<file path="config.mk">
export PLATFORM = sky130hd
export DESIGN_NAME = hazard_controller
export DESIGN_NICKNAME = d
export VERILOG_FILES = /design/src/rtl/hazard_controller.sv
export SDC_FILE = /design/constraint.sdc
export NUM_CORES = 1
export LEC_CHECK = 0
export CORE_ASPECT_RATIO = 0.75
export CORE_MARGIN = 2
export CORE_UTILIZATION = 33
export CTS_CLUSTER_DIAMETER = 200
export DETAILED_ROUTE_END_ITERATION = 16
export GPL_TIMING_DRIVEN = 0
export PLACE_DENSITY = 0.89
export SETUP_SLACK_MARGIN = 0.1
export SYNTH_ARGS = -nofsm -noshare
export SYNTH_HDL_FRONTEND = slang
export SYNTH_SLANG_ARGS = --single-unit
</file>
<file path="constraint.sdc">
create_clock -name clk -period 3 [get_ports clk]
set_input_delay 0.75 -clock clk [delete_from_list [all_inputs] [get_ports clk]]
set_output_delay 0.75 -clock clk [all_outputs]
set_load 0.02 [all_outputs]
</file>
<file path="src/rtl/hazard_controller.sv">
// Pipeline hazard/sequencing controller: load-use stalls, taken-branch squash, halt/drain.
// Optional HAZARD_PERF_CNT_EN adds saturating stall-cycle and flush performance counters.
module hazard_controller #(
    parameter int LOAD_STALL_CYCLES = 1,
    parameter int DRAIN_CYCLES      = 4
) (
    input  logic        clk,
    input  logic        rst_n,
    input  logic [31:0] id_instruction,
    input  logic        ex_mem_read,
    input  logic [4:0]  ex_rt_addr,
    input  logic        branch_taken,
    output logic        pc_write,
    output logic        ifid_write,
    output logic        ifid_flush,
    output logic        idex_flush,
    output logic        halted,
    output logic [31:0] stall_cycles,
    output logic [31:0] flush_count
);

    typedef enum logic [1:0] {
        S_RUN,
        S_STALL,
        S_DRAIN,
        S_HALTED
    } state_t;

    localparam logic [3:0] STALL_RELOAD = 4'(LOAD_STALL_CYCLES - 1);
    localparam logic [3:0] DRAIN_RELOAD = 4'(DRAIN_CYCLES);

    state_t      r_state;
    logic [3:0]  r_cnt;

    logic [5:0]  w_op;
    logic [4:0]  w_rs;
    logic [4:0]  w_rt;
    logic        w_uses_rt;
    logic        w_hazard;
    logic        w_halt_word;

    assign w_op        = id_instruction[31:26];
    assign w_rs        = id_instruction[25:21];
    assign w_rt        = id_instruction[20:16];
    assign w_uses_rt   = (w_op == 6'h00) || (w_op == 6'h04) ||
                         (w_op == 6'h05) || (w_op == 6'h2B);
    assign w_hazard    = ex_mem_read && (ex_rt_addr != 5'd0) &&
                         ((ex_rt_addr == w_rs) || (w_uses_rt && (ex_rt_addr == w_rt)));
    assign w_halt_word = (id_instruction == 32'hFFFF_FFFF);

    // Outputs are combinational; reset forces a full freeze-and-flush of the front end.
    always_comb begin
        pc_write   = 1'b1;
        ifid_write = 1'b1;
        ifid_flush = 1'b0;
        idex_flush = 1'b0;
        if (!rst_n) begin
            pc_write   = 1'b0;
            ifid_write = 1'b0;
            ifid_flush = 1'b1;
            idex_flush = 1'b1;
        end else begin
            case (r_state)
                S_RUN: begin
                    if (branch_taken) begin
                        ifid_flush = 1'b1;
                        idex_flush = 1'b1;
                    end else if (w_hazard || w_halt_word) begin
                        pc_write   = 1'b0;
                        ifid_write = 1'b0;
                        idex_flush = 1'b1;
                    end
                end
                default: begin
                    pc_write   = 1'b0;
                    ifid_write = 1'b0;
                    idex_flush = 1'b1;
                end
            endcase
        end
    end

    assign halted = rst_n && (r_state == S_HALTED);

    always_ff @(posedge clk or negedge rst_n) begin
        if (!rst_n) begin
            r_state <= S_RUN;
            r_cnt   <= 4'd0;
        end else begin
            case (r_state)
                S_RUN: begin
                    // A taken branch squashes the ID instruction, so its hazard/halt is moot.
                    if (!branch_taken) begin
                        if (w_hazard) begin
                            if (LOAD_STALL_CYCLES > 1) begin
                                r_state <= S_STALL;
                                r_cnt   <= STALL_RELOAD;
                            end
                        end else if (w_halt_word) begin
                            r_state <= S_DRAIN;
                            r_cnt   <= DRAIN_RELOAD;
                        end
                    end
                end
                S_STALL: begin
                    r_cnt <= r_cnt - 4'd1;
                    if (r_cnt == 4'd1) r_state <= S_RUN;
                end
                S_DRAIN: begin
                    r_cnt <= r_cnt - 4'd1;
                    if (r_cnt == 4'd1) r_state <= S_HALTED;
                end
                default: r_state <= S_HALTED;
            endcase
        end
    end

`ifdef HAZARD_PERF_CNT_EN
    logic [31:0] r_stall_cycles;
    logic [31:0] r_flush_count;
    logic        w_stall_inc;

    assign w_stall_inc = !pc_write && ((r_state == S_RUN) || (r_state == S_STALL));

    always_ff @(posedge clk or negedge rst_n) begin
        if (!rst_n) begin
            r_stall_cycles <= 32'd0;
            r_flush_count  <= 32'd0;
        end else begin
            if (w_stall_inc && (r_stall_cycles != 32'hFFFF_FFFF))
                r_stall_cycles <= r_stall_cycles + 32'd1;
            if (ifid_flush && (r_flush_count != 32'hFFFF_FFFF))
                r_flush_count <= r_flush_count + 32'd1;
        end
    end

    assign stall_cycles = r_stall_cycles;
    assign flush_count  = r_flush_count;
`else
    assign stall_cycles = 32'd0;
    assign flush_count  = 32'd0;
`endif

endmodule

</file>
==> run metrics, run 1 <==
IR drop worst, VDD=around 0.13 mV; Reg clk slew, reported paths=0.04 ns; Num CTS Buffers=3; simple-gate share of the synthesized area=between 20 and 25%; post-synthesis xor/xnor area fraction=approximately 6.7%; Area Growth Syn to Fin=77.2%; synth unique cells=41; layout cell share with drive strength beyond 1=between 40 and 50%; synth cell count leaders=buf_4 (65), nand4_1 (11), nand2_1 (9); CP max FO=3; min cycle time layout=3.19 ns; fill count=315; DIE WIDTH=76.6 µm; area of the mapped netlist=1310 µm²; post-synthesis register bit count=6; RSZ-0062 raised after global routing=yes; Avg Cell Area, Syn=7.96 µm²; Crit path depth=8; clock latency on the worst-skew pair=around 0.22 ns; ratio of final minimum period to clock period=106%; MaxCap Viol Count=0; cell area after layout=2310 µm²; final worst setup slack=-0.188 ns; Worst Hold Class=input pin to async pin; WL/cell=11.0 µm; Cell Rows=19; clk sink count=6; Worst Path Buf+Inv=3; drt drc=0; I/O Pins=110; Rel. slew slack=~50%; Worst setup SP type=input pin; CP Capture Point=pc_write; Yosys top cell area share=a little under two fifths; GRT Total Usage=14.6%; Final Setup Violations=3; Critical Path AT=2.44 ns; htree depth=1; most frequent cell after synthesis=buf_4; Sw Ratio=36.2%; R2R Setup Slk=1.26 ns; GPL Wtd Cong=approximately 0.8; Routed WL=about 3.8 mm; Flop pwr share=between 10% and 20%; worst slew pin tran=0.741 ns; FFs w/ async S/R, synth=100%; crit end category=output port; Compound-Gate Fraction of Synth Area=12.7%; global-route wire length before repair=5.42 mm; mux share of post-synthesis cell area=0.767%; Clk network pwr share=between 20% and 30%; failing checks=setup timing; Fin Setup TNS=-0.425 ns; Hold WS=0.560 ns; initial antenna violation count=0; outcome=finished, violations left; initial core utilization=35.0%; Synth Flop Type=dfrtp_1; worst-path cell chain=dlygate4sd2_1 > xnor2_2 > nand2b_4 > or4_4 > a31oi_4 > nor2_2 > buf_4 > buf_6; Worst Clk Skew=between 0.0015 and 0.002 ns; clk root buf=clkbuf_8; CP startpoint=id_instruction[16]; CP peak stage delay=0.58 ns; deepest clock path buffer count=2; Syn Inst Count=around 160; Yosys top cell by area=buf_4; Post-Synth Adder-Cell Area=under 10%; TritonCTS clock tree=built; DP HPWL=between 2 and 3 mm; PD cells=199 nW/µm²; reg2reg start=r_state[1]; Post-synth EDFFs=0; Placed Area=2060 µm²; core area=approximately 3700 µm²; via/cell ratio=4.21; Max Slew Vio Count=0; slowest stage cell, crit path=or4_4; largest family of logic cells by synthesized area=buffers and inverters; ranking of synthesized cells by area=buf_4 (37%), dfrtp_1 (12%), ha_1 (5.8%); Port Buf Inserts=45; CP delay by family, top=simple AND/OR/NAND/NOR gates; internal power=0.294 mW; Worst EP required=2.25 ns; DR iter-0 viols=61; drt pass-1 iters=4; Die ar.=between 4000 and 5000 µm²; largest net degree at the start of global routing=11; R2R depth=7; grt ovf=0; Crit Path Class=input pin to output port; RR Endpoint=r_state[1]; Tot Pwr=between 0.4 and 0.5 mW; Lkg Pwr=between 1 and 1.5 nW; Switch Pwr=roughly 0.17 mW; Max Clk Rate=314 MHz; Antenna Cells=0; yosys warns=0; register area share after synthesis=11.5%; final net count=approximately 340; via count=1440; die height=58.5 µm; Final Hold Fails=0; Routed Antenna Nets=0; Comb power frac=55.8%; vias in the first global route=1262
==> timing repair <==
item,4_1_cts,5_1_grt
setup endpoints to repair,4,10
gates resized for setup,66,21
buffers inserted,13,2
pin swaps,14,10
hold buffers,0,0
==> worst register-to-register path, stage by stage, from the launching register on <==
cell and delay, ns:
dfrtp_1 0.41, inv_1 0.13, ha_1 0.23, nor2_1 0.07, a21oi_1 0.27, mux2i_1 0.12
a31o_2 0.22, a311oi_1 0.20
==> worst min-delay path by stage <==
stage                      end  slack [ns]  cells after the start
CTS                   r_cnt[3]        0.56                      1
floorplan             r_cnt[0]        0.45                      0
global placement    r_state[0]        0.56                      2
finish                r_cnt[2]        0.56                      1
global route          r_cnt[3]        0.59                      1
detailed placement  r_state[0]        0.58                      2
==> flip-flops by register name, indices dropped and copies added, names as in the netlist <==
register / flops
r_cnt: 4
r_state: 2
==> logic make-up (layout without fill, tap and decap cells) <==
| group | count (synthesis) | in the layout |
|---|---|---|
| AOI/OAI and AO/OA | 18 | 18 |
| xor gates and xnor gates | 10 | 10 |
| adders and majority gates | 6 | 6 |
| buffers and inverters | 72 | 135 |
| DFF | 6 | 6 |
| muxes | 1 | 1 |
| other | 1 | 64 |
| and+or+nand+nor | 50 | 50 |
==> metrics by stage <==
stage	setup WS, ns	std cells	util [%]
final	-0.188	342	62.0
after detailed placement	-1.06	324	55.3
after CTS	-0.149	340	60.3
after global routing	-0.237	342	62.0
after global placement	-1.04	324	55.3
after floorplan	0.0308	227	-
==> metal layers <==
metal / part of all wire, % / up-vias / global-route usage, %
met3: 8.1 / 8 / 1.99
met1: 35 / 638 / 16.3
met2: 55 / 79 / 30.7
met5: 0 / - / 0
met4: 2.3 / 0 / 1.56
li1: - / 715 / -
==> cells in the final DEF, fill, tap and decap left out, drive strengths merged, types with 4 or more instances in the layout <==
master,instances
buf,87
clkbuf,8
clkdlybuf4s50,18
conb,64
dfrtp,6
dlygate4sd2,13
ha,6
inv,6
nand2,9
nand4,11
nor2,5
nor4,7
or4,4
xnor2,8
==> area by class of cell <==
| cell class | count | area (µm²) | share of cell area [%] |
|---|---|---|---|
| multi-input cells | 149 | 1010 | 43.7 |
| repair buffers | 60 | 531 | 22.9 |
| plain buffers | 66 | 493 | 21.3 |
| flip-flops and latches | 6 | 150 | 6.49 |
| well taps | 52 | 65.1 | 2.81 |
| clock buffers | 3 | 41.3 | 1.79 |
| inverters | 6 | 22.5 | 0.974 |
==> power groups by stage <==
stage	logic (mW)	clock network, mW	registers (mW)
2_1_floorplan	0.158	0	0.0824
3_3_place_gp	0.226	0	0.0824
3_5_place_dp	0.228	0	0.0824
4_1_cts	0.239	0.124	0.0814
5_1_grt	0.272	0.131	0.0813
6_report	0.257	0.122	0.0814
No activity file was read; power rests on OpenSTA's default activity.
==> inputs of run 2 (changes only) <==
--- a/config.mk
+++ b/config.mk
@@ -9,6 +9,7 @@
 export CORE_MARGIN = 2
 export CORE_UTILIZATION = 33
 export CTS_CLUSTER_DIAMETER = 200
+export CTS_CLUSTER_SIZE = 30
 export DETAILED_ROUTE_END_ITERATION = 16
 export GPL_TIMING_DRIVEN = 0
 export PLACE_DENSITY = 0.89
==> results of run 2 <==
The final DEF is identical to that of run 1; final timing and power are the same.
